$ cat config.mk
export PLATFORM = sky130hd
export DESIGN_NAME = mem_ctrl
export DESIGN_NICKNAME = d
export VERILOG_FILES = /design/src/rtl/mem_ctrl.sv
export SDC_FILE = /design/constraint.sdc
export NUM_CORES = 1
export LEC_CHECK = 0
export ABC_AREA = 1
export CAP_MARGIN = 20
export CORE_UTILIZATION = 55
export DETAILED_ROUTE_END_ITERATION = 8
export PLACE_DENSITY = 0.92
export SLEW_MARGIN = 25
export SYNTH_ARGS = -nofsm -noshare
export SYNTH_HDL_FRONTEND = slang
export SYNTH_SLANG_ARGS = --single-unit
$ cat constraint.sdc
create_clock -name clk -period 7 [get_ports clk]
set_input_delay 0.7 -clock clk [delete_from_list [all_inputs] [get_ports clk]]
set_output_delay 0.7 -clock clk [all_outputs]
set_load 0.005 [all_outputs]
$ cat src/rtl/mem_ctrl.sv
`default_nettype none
// ============================================================================
// Module      : mem_ctrl
// Description : MEM-stage data-memory responder. Serves one load/store at a
//               time over a byte-wide synchronous RAM, little-endian, and
//               stalls the pipeline until the access completes.
// Revision    : 1.0 - initial release
// ============================================================================
module mem_ctrl #(
    parameter int RAM_AW = 17
) (
    input  logic              clk,
    input  logic              rst,
    input  logic              req_ce,
    input  logic              req_we,
    input  logic [31:0]       req_addr,
    input  logic [31:0]       req_wdata,
    input  logic [1:0]        req_size,
    input  logic              req_sext,
    output logic              stall_req,
    output logic              rsp_done,
    output logic [31:0]       rsp_rdata,
    output logic [RAM_AW-1:0] ram_addr,
    output logic              ram_we,
    output logic [7:0]        ram_dout,
    input  logic [7:0]        ram_din
);

    typedef enum logic [1:0] {
        ST_IDLE = 2'd0,
        ST_BUSY = 2'd1,
        ST_DONE = 2'd2
    } state_t;

    state_t      r_state;
    state_t      w_state_nxt;
    logic [2:0]  r_cnt;
    logic [2:0]  w_cnt_nxt;
    logic        r_we;
    logic        r_sext;
    logic [1:0]  r_size;
    logic [31:0] r_addr;
    logic [31:0] r_wdata;
    logic [31:0] r_rbuf;
    logic [31:0] r_rdata;
    logic [31:0] w_rbuf_nxt;
    logic [31:0] w_rdata_ext;
    logic [31:0] w_addr_sum;
    logic [2:0]  w_cnt_m1;
    logic [2:0]  w_nbytes;
    logic        w_capture;
    logic        w_accept;
    logic        w_unused;

    function automatic logic [2:0] size_to_n(input logic [1:0] sz);
        case (sz)
            2'd0:    size_to_n = 3'd1;
            2'd1:    size_to_n = 3'd2;
            default: size_to_n = 3'd4;
        endcase
    endfunction

    assign w_nbytes   = size_to_n(r_size);
    assign w_addr_sum = r_addr + {29'd0, r_cnt};
    assign w_cnt_m1   = r_cnt - 3'd1;
    assign w_accept   = (r_state == ST_IDLE) && req_ce;
    assign w_unused   = ^{req_addr, w_addr_sum, w_cnt_m1[2]};

    // Read buffer with the byte arriving this cycle merged in, then extended
    always_comb begin
        w_rbuf_nxt = r_rbuf;
        if (w_capture) begin
            w_rbuf_nxt[{w_cnt_m1[1:0], 3'b000} +: 8] = ram_din;
        end
        case (r_size)
            2'd0:    w_rdata_ext = {{24{r_sext & w_rbuf_nxt[7]}},  w_rbuf_nxt[7:0]};
            2'd1:    w_rdata_ext = {{16{r_sext & w_rbuf_nxt[15]}}, w_rbuf_nxt[15:0]};
            default: w_rdata_ext = w_rbuf_nxt;
        endcase
    end

    always_comb begin
        w_state_nxt = r_state;
        w_cnt_nxt   = r_cnt;
        w_capture   = 1'b0;
        stall_req   = 1'b0;
        rsp_done    = 1'b0;
        ram_we      = 1'b0;
        ram_addr    = '0;
        ram_dout    = 8'd0;
        case (r_state)
            ST_IDLE: begin
                if (req_ce) begin
                    stall_req = 1'b1;
                    ram_addr  = req_addr[RAM_AW-1:0];
                    if (req_we) begin
                        ram_we   = 1'b1;
                        ram_dout = req_wdata[7:0];
                    end
                    if (req_we && (req_size == 2'd0)) begin
                        w_state_nxt = ST_DONE;
                        w_cnt_nxt   = 3'd0;
                    end else begin
                        w_state_nxt = ST_BUSY;
                        w_cnt_nxt   = 3'd1;
                    end
                end
            end
            ST_BUSY: begin
                stall_req = 1'b1;
                ram_addr  = w_addr_sum[RAM_AW-1:0];
                w_cnt_nxt = r_cnt + 3'd1;
                if (r_we) begin
                    ram_we   = 1'b1;
                    ram_dout = r_wdata[{r_cnt[1:0], 3'b000} +: 8];
                    if (r_cnt == (w_nbytes - 3'd1)) begin
                        w_state_nxt = ST_DONE;
                        w_cnt_nxt   = 3'd0;
                    end
                end else begin
                    // Loads see ram_din one cycle late, so the last cycle only captures
                    w_capture = 1'b1;
                    if (r_cnt == w_nbytes) begin
                        w_state_nxt = ST_DONE;
                        w_cnt_nxt   = 3'd0;
                    end
                end
            end
            ST_DONE: begin
                rsp_done    = 1'b1;
                w_state_nxt = ST_IDLE;
            end
            default: begin
                w_state_nxt = ST_IDLE;
                w_cnt_nxt   = 3'd0;
            end
        endcase
        // Reset must silence the strobes at once, even with req_ce high
        if (rst) begin
            stall_req = 1'b0;
            rsp_done  = 1'b0;
            ram_we    = 1'b0;
            ram_addr  = '0;
            ram_dout  = 8'd0;
        end
    end

    always_ff @(posedge clk or posedge rst) begin
        if (rst) begin
            r_state <= ST_IDLE;
            r_cnt   <= 3'd0;
            r_we    <= 1'b0;
            r_sext  <= 1'b0;
            r_size  <= 2'd0;
            r_addr  <= 32'd0;
            r_wdata <= 32'd0;
            r_rbuf  <= 32'd0;
            r_rdata <= 32'd0;
        end else begin
            r_state <= w_state_nxt;
            r_cnt   <= w_cnt_nxt;
            if (w_accept) begin
                r_we    <= req_we;
                r_sext  <= req_sext;
                r_size  <= req_size;
                r_addr  <= req_addr;
                r_wdata <= req_wdata;
            end
            if (w_capture) begin
                r_rbuf <= w_rbuf_nxt;
                if (w_state_nxt == ST_DONE) begin
                    r_rdata <= w_rdata_ext;
                end
            end
        end
    end

    assign rsp_rdata = r_rdata;

endmodule
`default_nettype wire
After elaboration in Yosys (flattened, before gate mapping)
Cells that the tools add are included.
{"block": "classes", "n_addsub": 5, "mul": 0, "div_mod_pow": 0, "magnitude_cmp": 0, "n_eq_ne": 7, "shift": 3, "mux": 36, "bitwise_logic": 3, "reduce_logical": 7}
{"operator": "32-bit case mux with 2 select lines", "count": 1}
{"operator": "17-bit 2-to-1 mux", "count": 2}
{"operator": "17-bit case mux with 2 select lines", "count": 1}
{"operator": "32-bit bitwise mux", "count": 1}
{"operator": "32-bit 2-to-1 mux", "count": 1}
{"operator": "8-bit 2-to-1 mux", "count": 4}
{"operator": "8-bit by 7-bit variable shift with 32-bit output, first input constant", "count": 1}
{"operator": "32-bit by 6-bit variable part select with 8-bit output", "count": 1}
{"operator": "8-bit by 7-bit variable part select with 32-bit output", "count": 1}
{"operator": "17-bit by 3-bit adder with 17-bit output", "count": 1}
{"operator": "8-bit case mux with 2 select lines", "count": 1}
{"operator": "3-bit 2-to-1 mux", "count": 4}
{"operator": "1-bit 2-to-1 mux", "count": 11}
{"operator": "2-bit 2-to-1 mux", "count": 5}
{"operator": "3-bit case mux with 3 select lines", "count": 1}
{"operator": "5-bit negator with 7-bit output", "count": 1}
{"operator": "3-bit == test", "count": 2}
{"operator": "2-bit zero test", "count": 3}
{"operator": "3-bit case mux with 2 select lines", "count": 1}
{"operator": "2-bit by 1-bit == test with 1-bit output, second input constant", "count": 2}
{"operator": "2-bit == test, second input constant", "count": 2}
{"operator": "1-bit case mux with 2 select lines", "count": 2}
{"operator": "2-bit case mux with 2 select lines", "count": 1}
{"operator": "2-bit AND reduction", "count": 2}
{"operator": "7 further kinds", "count": 9}
{"block": "totals", "register_bits": 122, "latch_bits": 0, "ram_bits": 0, "mem_bits_ro": 0, "inputBits": 79, "wordCells": 70, "n_memories": 0}

Depth between registers and ports, before layout
Gate-level depths: netlist of the first run.
{"block": "depth", "word_depth": 9, "depth_mapped": 12, "mapped_depth_nobuf": 11}

Worst setup path after synthesis of the first run
OpenSTA, ideal clock, no wires.
{"block": "synth_path", "kind": "input-to-output", "start": "input rst", "end": "output ram_we", "arrival_ps": 3751, "required_time_ps": 6300, "slack_ps": 2549, "cell_stages": 3, "n_path_buf": 1, "cell_sequence": "clkbuf_1 -> inv_1 -> o21a_1"}
{"block": "synth_via", "elab_chain_len": 1}
{"item": "start: declaration", "line": "13", "text": "input logic rst,"}
{"item": "1-bit 2-to-1 mux", "line": "139", "text": "if (rst) begin"}
{"item": "end: declaration", "line": "24", "text": "output logic ram_we,"}
No other way between the ends.

Final worst setup path of the first run
{"block": "layout_path", "start": "register r_cnt[0]", "end": "output ram_addr[10]"}
{"block": "layout_via", "elab_chain_len": 3}
{"item": "start: declaration", "line": "37", "text": "logic [2:0] r_cnt;"}
{"item": "start signal: assignment", "line": "161", "text": "r_cnt <= w_cnt_nxt;"}
{"item": "17-bit by 3-bit adder with 17-bit output", "line": "64", "text": "assign w_addr_sum = r_addr + {29'd0, r_cnt};"}
{"item": "17-bit case mux with 2 select lines", "line": "91", "text": "case (r_state)"}
{"item": "17-bit 2-to-1 mux", "line": "139"}
{"item": "end: declaration", "line": "23", "text": "output logic [RAM_AW-1:0] ram_addr,"}
No other way between the ends.

==> results of run 1 <==
[per-layer routing]
| layer | vias to the layer above | global-route usage | wire length (um) |
|---|---|---|---|
| met2 | 367 | 0.479 | 8010 |
| met3 | 54 | 0.0569 | 1460 |
| met4 | 0 | 0.156 | 588 |
| met5 | - | 0 | 0 |
| li1 | 2994 | - | - |
| met1 | 2905 | 0.403 | 7120 |
[synthesized netlist by cell type (5+ instances only)]
cell | n | area share
sky130_fd_sc_hd__nand2_1 | 315 | 0.18
sky130_fd_sc_hd__dfrtp_1 | 122 | 0.48
sky130_fd_sc_hd__nand3_1 | 100 | 0.078
sky130_fd_sc_hd__inv_1 | 72 | 0.042
sky130_fd_sc_hd__o21ai_0 | 57 | 0.045
sky130_fd_sc_hd__nor2_1 | 56 | 0.033
sky130_fd_sc_hd__a21oi_1 | 26 | 0.020
sky130_fd_sc_hd__and2_1 | 17 | 0.017
sky130_fd_sc_hd__buf_2 | 17 | 0.013
sky130_fd_sc_hd__clkbuf_1 | 14 | 0.0082
sky130_fd_sc_hd__a22oi_1 | 8 | 0.0094
sky130_fd_sc_hd__ha_1 | 8 | 0.016
sky130_fd_sc_hd__o31ai_1 | 7 | 0.0082
sky130_fd_sc_hd__nand4_1 | 6 | 0.0059
sky130_fd_sc_hd__o22ai_1 | 5 | 0.0049
[tightest hold or removal path, stage by stage, from the launching register on]
cell and delay, ns:
sky130_fd_sc_hd__dfrtp_1 0.34, sky130_fd_sc_hd__nand2_1 0.05, sky130_fd_sc_hd__nand2_1 0.05
[state kept, by name, indices dropped and copies added, names as in the netlist]
register   flops
r_wdata       32
r_addr        17
rsp_rdata     32
r_we           1
r_sext         1
r_state        2
r_cnt          3
r_size         2
r_rbuf        32
[area by class of cell]
| class | instances | area (sq um) |
|---|---|---|
| clock buffers | 18 | 439 |
| clock inverters | 14 | 221 |
| fillers | 837 | 3020 |
| inverters | 76 | 288 |
| multi-input cells | 629 | 2880 |
| flip-flops and latches | 122 | 3050 |
| well taps | 143 | 179 |
| repair buffers | 130 | 1290 |
[path summary, 6_finish.rpt]
path | to | start | slack, ns
setup / recovery | ram_addr[10] | r_cnt[0] | 2.65
hold / removal | rsp_rdata[30] | rsp_rdata[30] | 0.47
setup reg to reg | rsp_rdata[31] | r_cnt[0] | 3.86
hold reg to reg | rsp_rdata[30] | rsp_rdata[30] | 0.47
max in group asynchronous | rsp_rdata[27] | rst | 4.97
min in group asynchronous | rsp_rdata[23] | rst | 0.94
[where the power goes]
part / internal [mW] / switching [mW]
clock network: 0.643 / 0.343
logic: 0.618 / 0.969
registers: 1.01 / 0.191
[cells by family (layout without fill, tap and decap cells)]
kind of cell / count (synthesis) / after routing / share of synthesized area
AO/OA/AOI/OAI: 110 / 110 / 0.0940
AND/OR/NAND/NOR: 508 / 508 / 0.335
adder cells (fa/ha/maj): 9 / 9 / 0.0188
buffers and inverters: 114 / 238 / 0.0725
flip-flops: 122 / 122 / 0.477
XOR/XNOR: 2 / 2 / 0.00274
==> results.md, run 1 <==
Critical path:
- The required time at the worst-slack endpoint is 6.30 ns.
- The largest individual stage delay along the critical path comes from the cell sky130_fd_sc_hd__o21ai_1.
- The capturing element type of the critical path is an output pin.
- Traced cell by cell, the critical path runs through buf_4, ha_1, inv_1, fa_1, o21ai_1, nand2_1, o21ai_0, nand3_1, a21oi_1, clkdlybuf4s50_1.
- Among cell families on the critical path, the largest total delay comes from buffers and inverters.
- The critical path crosses 10 cells after its start point.
- Data on the critical path arrives at its endpoint at 3.65 ns.
- The maximum single-stage delay on the critical path is 0.53 ns.
- The class of the most critical setup path is reg -> out.
- The worst setup path is launched from a flop.
- The largest fanout on the critical path is 44.
- The number of buffers and inverters on the critical path is 3.
- The worst reg2reg path depth is 9.

Power:
- IR analysis of the VDD net gives a maximum drop of 0.244 mV.
- The power after layout is about 3.8 mW.
- For this design the static power due to leakage is 4.08 nW.
- In this run the power density over the cells is 452 nW/um^2.

STA:
- For this run, the top clock speed supported by timing is roughly 0.23 GHz.
- For the pin with the worst max-slew slack, the measured transition is between 0.9 and 1 ns.
- In the finished design, the share of the clock period the worst path needs comes to 0.621.
- Between clock sinks in the finished design, the worst skew comes to between 0.01 and 0.015 ns.
- Across all setup checks in the final design, the least slack found is 2.65 ns.
- The worst-case headroom to the max-slew limit is 0.383.
- The final hold violation count is 0.
- The shortest period the worst path allows is 4.35 ns.
- The worst hold slack after final layout is 0.475 ns.
- The max-slew violation count is 0.
- Setup violations remaining at the end of the flow were counted as 0.
- The final sum of negative setup slack is 0 ns.
- Setup repair after global routing left no endpoint under its margin.

Logic synthesis:
- The synthesized area divided by synthesized cell count is around 7.4 sq um.
- The mapped cell area is 6400 sq um.
- Counting flops and latches in the post-synthesis netlist gives 122.
- Synthesis produced a netlist whose cell count is approximately 870.
- The async set-reset flop share out of synthesis is 1.00.
- For this run, the leading register cell type out of synthesis is sky130_fd_sc_hd__dfrtp_1.
- The share of synthesized area occupied by flip-flops and latches is 0.477.
- The synthesized net count is 953.
- The count of yosys warnings during synthesis is 0.
- The number of enable flip-flop cells after synthesis is 0.
- The count of distinct cell types in the synthesized netlist is 31.

Route:
- The residual antenna-violating net count after detailed routing is 0.
- Using the TritonRoute via totals, the vias-per-cell ratio works out to roughly 5.6.
- The number of DRC markers in iteration 0 is 513.
- The final layout contains routed wiring with a total length of around 17 mm.
- The remaining routing DRC violations is 0.
- After detailed routing, the average wire length per cell comes to 15.2 um.
- The final route contains 6,320 vias.
- The detailed-routing iteration count for the pre-antenna-repair pass is 5.

Placed design:
- In this run the tool buffered the top-level ports with ~120 buffer cells.
- The count of placed standard cells including taps is 1,100.
- The placement-stage cell area is ~7700 sq um.
- Detailed placement finished with a half-perimeter wire length of ~11 mm.
- The setup slack after placement is 3.16 ns.
- The routability congestion estimate from global placement is approximately 0.95.

Floorplanning:
- From left edge to right edge, the die measures between 100 and 150 um.
- The region available for standard cell placement spans 11,400 sq um.
- The floorplan die height is about 110 um.
- The I/O pin count is 139.
- For this configuration, the core starts out at a cell density of 0.563.
- After floorplanning, the core was divided into 39 placement rows.
- The die outline area is between 10,000 and 15,000 sq um.

Global routing:
- The initial antenna violation count was 0.
- The via count of the first global-routing pass is between 5,000 and 6,000.
- The leftover overflow at the end of global routing is 0.
- The first global-routing pass estimated 28.1 mm of wire.
- Across every metal layer, demand over resource in global routing totals 0.305.
- Entering global routing, the biggest net connects 79 pins.

CTS:
- Post-CTS repair changed the size of 0 cells.
- The number of sinks handled by clock tree synthesis is 122.
- The number of hold buffers added after CTS is 0.
- The later-pin clock latency in the skew report is 0.42 ns.
- The clock input transition at the sequential cells of the worst setup and hold paths is 0.06 ns.
- The longest clock path from root to sink contains 2 buffers.
- The H-tree generated during clock tree synthesis spans 4 levels.
- The CTS tree is yes.
- The total CTS buffers is 17.
- The number of post-CTS setup repair buffers is 0.
- The buffer type at the clock tree root is sky130_fd_sc_hd__clkbuf_16.

Job:
- Max-cap violations in this run came to 0.

Status:
- The run finished with clean final reports.

Layout:
- The most common cell after layout, fill and taps aside is sky130_fd_sc_hd__nand2_1.
- The area growth from synthesis to final layout is 30.5%.
- The number of standard cells in the layout, taps in and fillers out is 1,132.
- The summed area of non-filler cells in the final layout is around 8400 sq um.
- The final standard cell utilization of the core is 0.734.
- Leaving out fill and tap cells, the most frequent cells in the layout are sky130_fd_sc_hd__nand2_1, sky130_fd_sc_hd__clkdlybuf4s50_1, sky130_fd_sc_hd__dfrtp_1, sky130_fd_sc_hd__nand3_1, sky130_fd_sc_hd__inv_1.
- The net count of the finished layout is 1,064.
- The antenna diode count is 0.
- In the final layout, the share of cells above drive strength 1 is 0.0566.

Hold path:
- The class of the worst hold path is reg -> reg.
- The worst hold path was traced through 2 stages.
No activity file was read; power rests on OpenSTA's default activity.
==> inputs of run 2 (changes only) <==
--- a/config.mk
+++ b/config.mk
@@ -7,9 +7,9 @@
 export LEC_CHECK = 0
 export ABC_AREA = 1
 export CAP_MARGIN = 20
-export CORE_UTILIZATION = 55
+export CORE_UTILIZATION = 46
 export DETAILED_ROUTE_END_ITERATION = 8
-export PLACE_DENSITY = 0.92
+export PLACE_DENSITY = 0.82
 export SLEW_MARGIN = 25
 export SYNTH_ARGS = -nofsm -noshare
 export SYNTH_HDL_FRONTEND = slang
==> constraint.sdc (replaced) <==
create_clock -name clk -period 3.75 [get_ports clk]
set_input_delay 0.375 -clock clk [delete_from_list [all_inputs] [get_ports clk]]
set_output_delay 0.375 -clock clk [all_outputs]
set_load 0.005 [all_outputs]
==> results.md, run 2 (synthesized netlist as in run 1, its figures left out) <==
Critical path:
- The worst setup path is launched from a flop.
- The largest fanout on the critical path is 7.
- The top cell family by delay on the critical path is compound AO/OA/AOI/OAI gates.
- Walking the worst path, the cells encountered are ha_1, inv_1, fa_1, o21ai_1, nand2_1, o21ai_0, nand3_1, a21oi_1, clkdlybuf4s50_1.
- The arrival time at the worst endpoint is 3.13 ns.
- The required time at the worst-slack endpoint is 3.38 ns.
- The largest individual stage delay along the critical path comes from the cell sky130_fd_sc_hd__clkdlybuf4s50_1.
- STA classifies the critical path endpoint as an output pin.
- The largest single stage delay on the critical path is 0.52 ns.
- The class of the most critical setup path is reg -> out.
- The number of buffers and inverters on the critical path is 2.

CTS:
- Post-CTS repair changed the size of 0 cells.
- The H-tree was split into 4 levels.
- The number of hold buffers added after CTS was 0.
- The clock passes through at most 2 buffers.
- Counting the buffers created by CTS gives 17.
- The root buffer cell chosen for the clock tree is sky130_fd_sc_hd__clkbuf_16.
- The CTS tree is yes.
- The number of sinks handled by clock tree synthesis is ~120.
- Clock latency on the worst-skew pair, taken at its later pin, is 0.42 ns.
- The number of post-CTS setup repair buffers is 0.
- The clock input transition at the sequential cells of the worst setup and hold paths is 0.06 ns.

Power:
- The leakage power figure is 4.10 nW.
- The maximum vdd ir drop is roughly 0.44 mV.
- For this design the ratio of total power to cell area is 829 nW/um^2.
- The power after layout is just under 7 mW.

STA:
- Setup violations remaining at the end of the flow were counted as 0.
- The worst-case headroom to the max-slew limit is 0.375.
- Based on the critical path, the design can be clocked at up to 0.285 GHz.
- The worst hold slack after final layout is a little over 0.4 ns.
- For the final routed database, the setup TNS stands at 0 ns.
- In the finished design, the share of the clock period the worst path needs comes to 0.936.
- The final hold violation count is 0.
- The max-slew violation count was 0.
- The transition at the pin with the smallest max-transition slack is a little over 0.9 ns.
- The worst clock skew on the final layout is 0.00462 ns.
- Setup repair after global routing left no endpoint under its margin.
- The shortest period the worst path allows is approximately 3.5 ns.

Route:
- The via total after detailed routing is around 6,000.
- After detailed routing, the average wire length per cell comes to ~14 um.
- Dividing the detail-routed via count by the number of cells gives ~5.2.
- For this run, design rule violations remaining after detail routing come to 0.
- The detailed-routing iteration count for the pre-antenna-repair pass is 5.
- The residual antenna-violating net count after detailed routing is 0.
- The number of DRC markers in iteration 0 is 557.
- The routed wire length is 16.8 mm.

Layout:
- The antenna diode count is 0.
- The net total in the final layout is 1,067.
- The most common cell after layout, fill and taps aside is sky130_fd_sc_hd__nand2_1.
- The area growth from synthesis to final layout is 31.1%.
- The fraction of layout instances using a drive strength above 1 is 0.0595.
- Summing all non-filler instances in the final layout gives an area of 8390 sq um.
- In the layout the commonest cells are sky130_fd_sc_hd__nand2_1, sky130_fd_sc_hd__clkdlybuf4s50_1, sky130_fd_sc_hd__dfrtp_1, sky130_fd_sc_hd__nand3_1, sky130_fd_sc_hd__inv_1.
- The number of standard cells in the layout, taps in and fillers out is 1,168.

Global routing:
- The via count of the first global-routing pass was 5,820.
- Entering global routing, the biggest net connects 68 pins.
- In the global route stage, overall resource usage came out at 0.251.
- The initial antenna violation count is 0.
- Summed over all layers, the global routing overflow is 0.
- The first global-routing pass estimated between 20 and 30 mm of wire.

Floorplanning:
- From left edge to right edge, the die measures 120 um.
- For this configuration, the core starts out at a cell density of 0.478.
- The floorplan die height is 120 um.
- The die outline area is 14,400 sq um.
- The I/O pin count is 139.
- In this run the core area contains 42 standard-cell rows.
- The core outline area is 13,400 sq um.

Placed design:
- The placement-stage cell area is just under 8000 sq um.
- At the end of routability-driven placement, the weighted congestion stood at 0.895.
- The count of placed standard cells including taps is around 1,100.
- The half-perimeter wire length of the detailed placement result is 11.4 mm.
- During placement, the flow inserted port buffers numbering 123.

Job:
- The count of max-cap constraint violations is 0.

Status:
- The flow ran to the end, and the final reports show no timing, DRC or antenna violations.

Hold path:
- The class of the worst hold path is in -> async.
## run 2: changes by cell type in the layout (fill, tap and decap cells not counted), sizes merged
cell	previous run	this run
buf	7	10
clkinv	6	8
clkinvlp	3	2
inv	76	75
## run 2: final timing paths
| check | start | endpoint | slack [ns] | cells after the start |
|---|---|---|---|---|
| min in group clk | rsp_rdata[28] | rsp_rdata[28] | 0.47 | 2 |
| worst max-delay path | r_cnt[0] | ram_addr[10] | 0.24 | 9 |
| worst min-delay path | rst | r_addr[13] | 0.41 | 2 |
| worst min register to register | rsp_rdata[28] | rsp_rdata[28] | 0.47 | 2 |
| worst max register to register | r_cnt[0] | rsp_rdata[27] | 0.90 | 9 |
| max in group asynchronous | rst | rsp_rdata[5] | 2.21 | 3 |
## run 2: cell type report
class                           count  area (sq um)
Multi-Input combinational cell    629          2880
Fill cell                        1193          5010
Clock inverter                     14           201
Inverter                           76           289
Clock buffer                       18           439
Tap cell                          176           220
Sequential cell                   122          3050
Timing Repair Buffer              133          1310
## run 2: stage by stage
stage | setup WS (ns) | utilization
2_1_floorplan | 0.475 | -
3_3_place_gp | 0.760 | 0.578
3_5_place_dp | 0.709 | 0.578
4_1_cts | 0.238 | 0.626
5_1_grt | 0.00964 | 0.626
6_report | 0.241 | 0.626
## run 2: power by group
| group | leakage, nW | total [mW] | internal, mW | switching (mW) |
|---|---|---|---|---|
| Combinational | 2.23 | 2.94 | 1.17 | 1.78 |
| Sequential | 1.55 | 2.24 | 1.88 | 0.353 |
| Clock | 0.319 | 1.78 | 1.19 | 0.594 |
| Total | 4.10 | 6.96 | 4.24 | 2.72 |
## run 2: worst register-to-register path: stages (launching register included)
cell and delay (ns):
sky130_fd_sc_hd__dfrtp_1 0.34, sky130_fd_sc_hd__buf_4 0.40, sky130_fd_sc_hd__inv_1 0.22, sky130_fd_sc_hd__ha_1 0.41, sky130_fd_sc_hd__nand3_1 0.10, sky130_fd_sc_hd__nand3_1 0.13, sky130_fd_sc_hd__nand3_1 0.67, sky130_fd_sc_hd__nand3_1 0.31
sky130_fd_sc_hd__nand3_1 0.12, sky130_fd_sc_hd__nand2_1 0.09
## run 2: routing by layer
metal,track usage,routed length (um),part of all wire,up-vias
met3,0.0561,1050,0.062,36
met4,0.0953,344,0.020,0
met2,0.395,7820,0.46,238
met1,0.335,7630,0.45,2818
met5,0,0,0,-
li1,-,-,-,2995
==> inputs of run 3 (changes only) <==
--- a/config.mk
+++ b/config.mk
@@ -7,9 +7,11 @@
 export LEC_CHECK = 0
 export ABC_AREA = 1
 export CAP_MARGIN = 20
-export CORE_UTILIZATION = 46
+export CELL_PAD_IN_SITES_DETAIL_PLACEMENT = 2
+export CELL_PAD_IN_SITES_GLOBAL_PLACEMENT = 2
+export CORE_UTILIZATION = 26
 export DETAILED_ROUTE_END_ITERATION = 8
-export PLACE_DENSITY = 0.82
+export PLACE_DENSITY = 0.83
 export SLEW_MARGIN = 25
 export SYNTH_ARGS = -nofsm -noshare
 export SYNTH_HDL_FRONTEND = slang
==> results.md, run 3 (synthesized netlist as in run 1, its figures left out) <==
Critical path:
- The startpoint type of the worst setup path is a flop.
- The class of the most critical setup path is reg -> out.
- The arrival time at the worst endpoint is 2.97 ns.
- The capturing element type of the critical path is an output pin.
- The largest fanout on the critical path is 10.
- The worst register-to-register path has a setup slack of 0.98 ns.
- The required time at the worst-slack endpoint is 3.38 ns.

Route:
- The count of nets left with antenna violations once routing finished came out at 0.
- The average wire per standard cell is 16.8 um.
- The total met2 wirelength after detailed routing is 11.0 mm.
- After detailed routing, the number of remaining DRC violations is 0.
- The detailed-routing iteration count for the pre-antenna-repair pass is 4.
- The top layer used by detailed routing is met4.
- The met3 wire length is 918 um.
- The routed wire length is 22.2 mm.
- After detailed routing, the number of vias per cell comes to 4.76.
- The number of DRC markers in iteration 0 is 258.
- The via total after detailed routing is approximately 6,300.
- The detailed router put a total of 9.95 mm of wire on met1.

STA:
- The top achievable clock speed is around 0.30 GHz.
- The worst clock skew on the final layout is 0.0162 ns.
- Hold timing on the final database bottoms out at a slack of 0.479 ns.
- The final hold violation count was 0.
- The worst pin sits at a relative slew slack of 0.455.
- Setup repair after global routing left no endpoint under its margin.
- Setup total negative slack on the finished layout was measured at 0 ns.
- At the pin with the least slew margin, the transition time is approximately 0.82 ns.
- The max-slew violation count is 0.
- The period utilization is 0.891.
- The number of failing setup endpoints in the final timing report is 0.
- The worst path needs between 3 and 4 ns of the cycle, external delays included.

Power:
- The leakage power figure is ~4.1 nW.
- Dividing total power by cell area gives a power density of 835 nW/um^2.
- The power after layout is 7.19 mW.
- IR analysis of the VDD net gives a maximum drop of approximately 0.27 mV.

Floorplanning:
- The floorplan step defined a die boundary enclosing 25,200 sq um.
- Row generation in the floorplan step produced 57 rows.
- The chip width is 159 um.
- The die is 159 um tall.
- The starting density of the core is 0.264.
- The core region is 24,200 sq um.
- The I/O pin count is 139.

Status:
- The run finished with clean final reports.

Global routing:
- The first global-routing pass estimated 36.8 mm of wire.
- The initial antenna violation count is 1.
- The via count of the first global-routing pass is 6,882.
- Entering global routing, the biggest net connects ~120 pins.
- The leftover overflow at the end of global routing is 0.
- The total track usage is 0.185.

CTS:
- After clock tree synthesis, the setup repair step added 0 buffers.
- The H-tree generated during clock tree synthesis spans 4 levels.
- The number of sinks handled by clock tree synthesis is between 100 and 150.
- The CTS tree is yes.
- Hold repair after CTS inserted 0 buffers.
- In this run the clock root is driven by a sky130_fd_sc_hd__clkbuf_16.
- The number of cells upsized or downsized after cts is 0.
- In this run the deepest clock path goes through 2 buffers.
- The later-pin clock latency in the skew report is 0.43 ns.
- After clock tree synthesis, the clock-pin slew on the worst setup and hold paths is 0.06 ns.
- In this run, CTS created clock tree buffers numbering 17.

Placed design:
- The routability congestion estimate from global placement is approximately 0.82.
- During placement, the flow inserted port buffers numbering 123.
- The half-perimeter wire length of the detailed placement result is ~15 mm.

Layout:
- The most common cell after layout, fill and taps aside is sky130_fd_sc_hd__nand2_1.
- Leaving out fill and tap cells, the most frequent cells in the layout are sky130_fd_sc_hd__nand2_1, sky130_fd_sc_hd__clkdlybuf4s50_1, sky130_fd_sc_hd__dfrtp_1, sky130_fd_sc_hd__nand3_1, sky130_fd_sc_hd__inv_1.
- The sequential cells in the finished layout cover a total of a little over 3000 sq um.
- The area of combinational cells with multiple inputs is around 2900 sq um.
- The net count of the finished layout is 1,070.
- The filler cell count is 2,797.
- Once layout is complete, the utilization of the core stands at 0.355.
- The area growth from synthesis to final layout is 34.5%.
- The fraction of layout instances using a drive strength above 1 is 0.0623.
- The number of antenna diodes in the final layout is 0.

Job:
- The count of max-cap constraint violations is 0.

Hold path:
- The class of the worst hold path is reg -> reg.
run 3: final timing paths:
check,from,end,cells past startpoint
max,r_cnt[1],ram_addr[16],9
min in group asynchronous,rst,r_wdata[14],3
max reg2reg,r_cnt[0],rsp_rdata[16],10
min,rsp_rdata[30],rsp_rdata[30],2
max in group asynchronous,rst,rsp_rdata[22],3
min reg2reg,rsp_rdata[30],rsp_rdata[30],2
run 3: final cells by class:
cell class,count,share of cell area
clock buffer,17,0.0494
clock inverter,15,0.0248
inverter,76,0.0336
multi-input combinational,629,0.335
sequential,122,0.355
tap,324,0.0471
timing repair buffer,136,0.156
run 3: power by group:
group | switching [mW] | total [mW] | leakage [nW] | internal (mW)
combinational | 1.95 | 3.13 | 2.25 | 1.18
clock | 0.687 | 1.81 | 0.304 | 1.13
sequential | 0.364 | 2.25 | 1.55 | 1.88
run 3: worst max-delay path, stage by stage, from the launching register on:
cell                              delay [ns]
sky130_fd_sc_hd__dfrtp_1                0.34
sky130_fd_sc_hd__inv_1                  0.21
sky130_fd_sc_hd__fa_1                   0.54
sky130_fd_sc_hd__o21ai_1                0.16
sky130_fd_sc_hd__buf_4                  0.17
sky130_fd_sc_hd__nand2_1                0.14
sky130_fd_sc_hd__o21ai_0                0.20
sky130_fd_sc_hd__nand3_1                0.10
sky130_fd_sc_hd__a21oi_1                0.14
sky130_fd_sc_hd__clkdlybuf4s50_1        0.54
run 3: metrics by stage:
stage / cells / cell area [sq um] / worst slack [ns]
detailed placement: 1287 / 7970 / 0.825
floorplan: 865 / 6400 / 0.475
CTS: 1319 / 8610 / 0.350
global route: 1319 / 8610 / 0.193
finish: 1319 / 8610 / 0.408
global placement: 1287 / 7970 / 0.855
run 3: routing by layer:
metal / global-route usage / vias up
met5: 0 / -
met1: 0.234 / 3131
met2: 0.318 / 125
li1: - / 3003
met4: 0.0490 / 0
met3: 0.0379 / 19
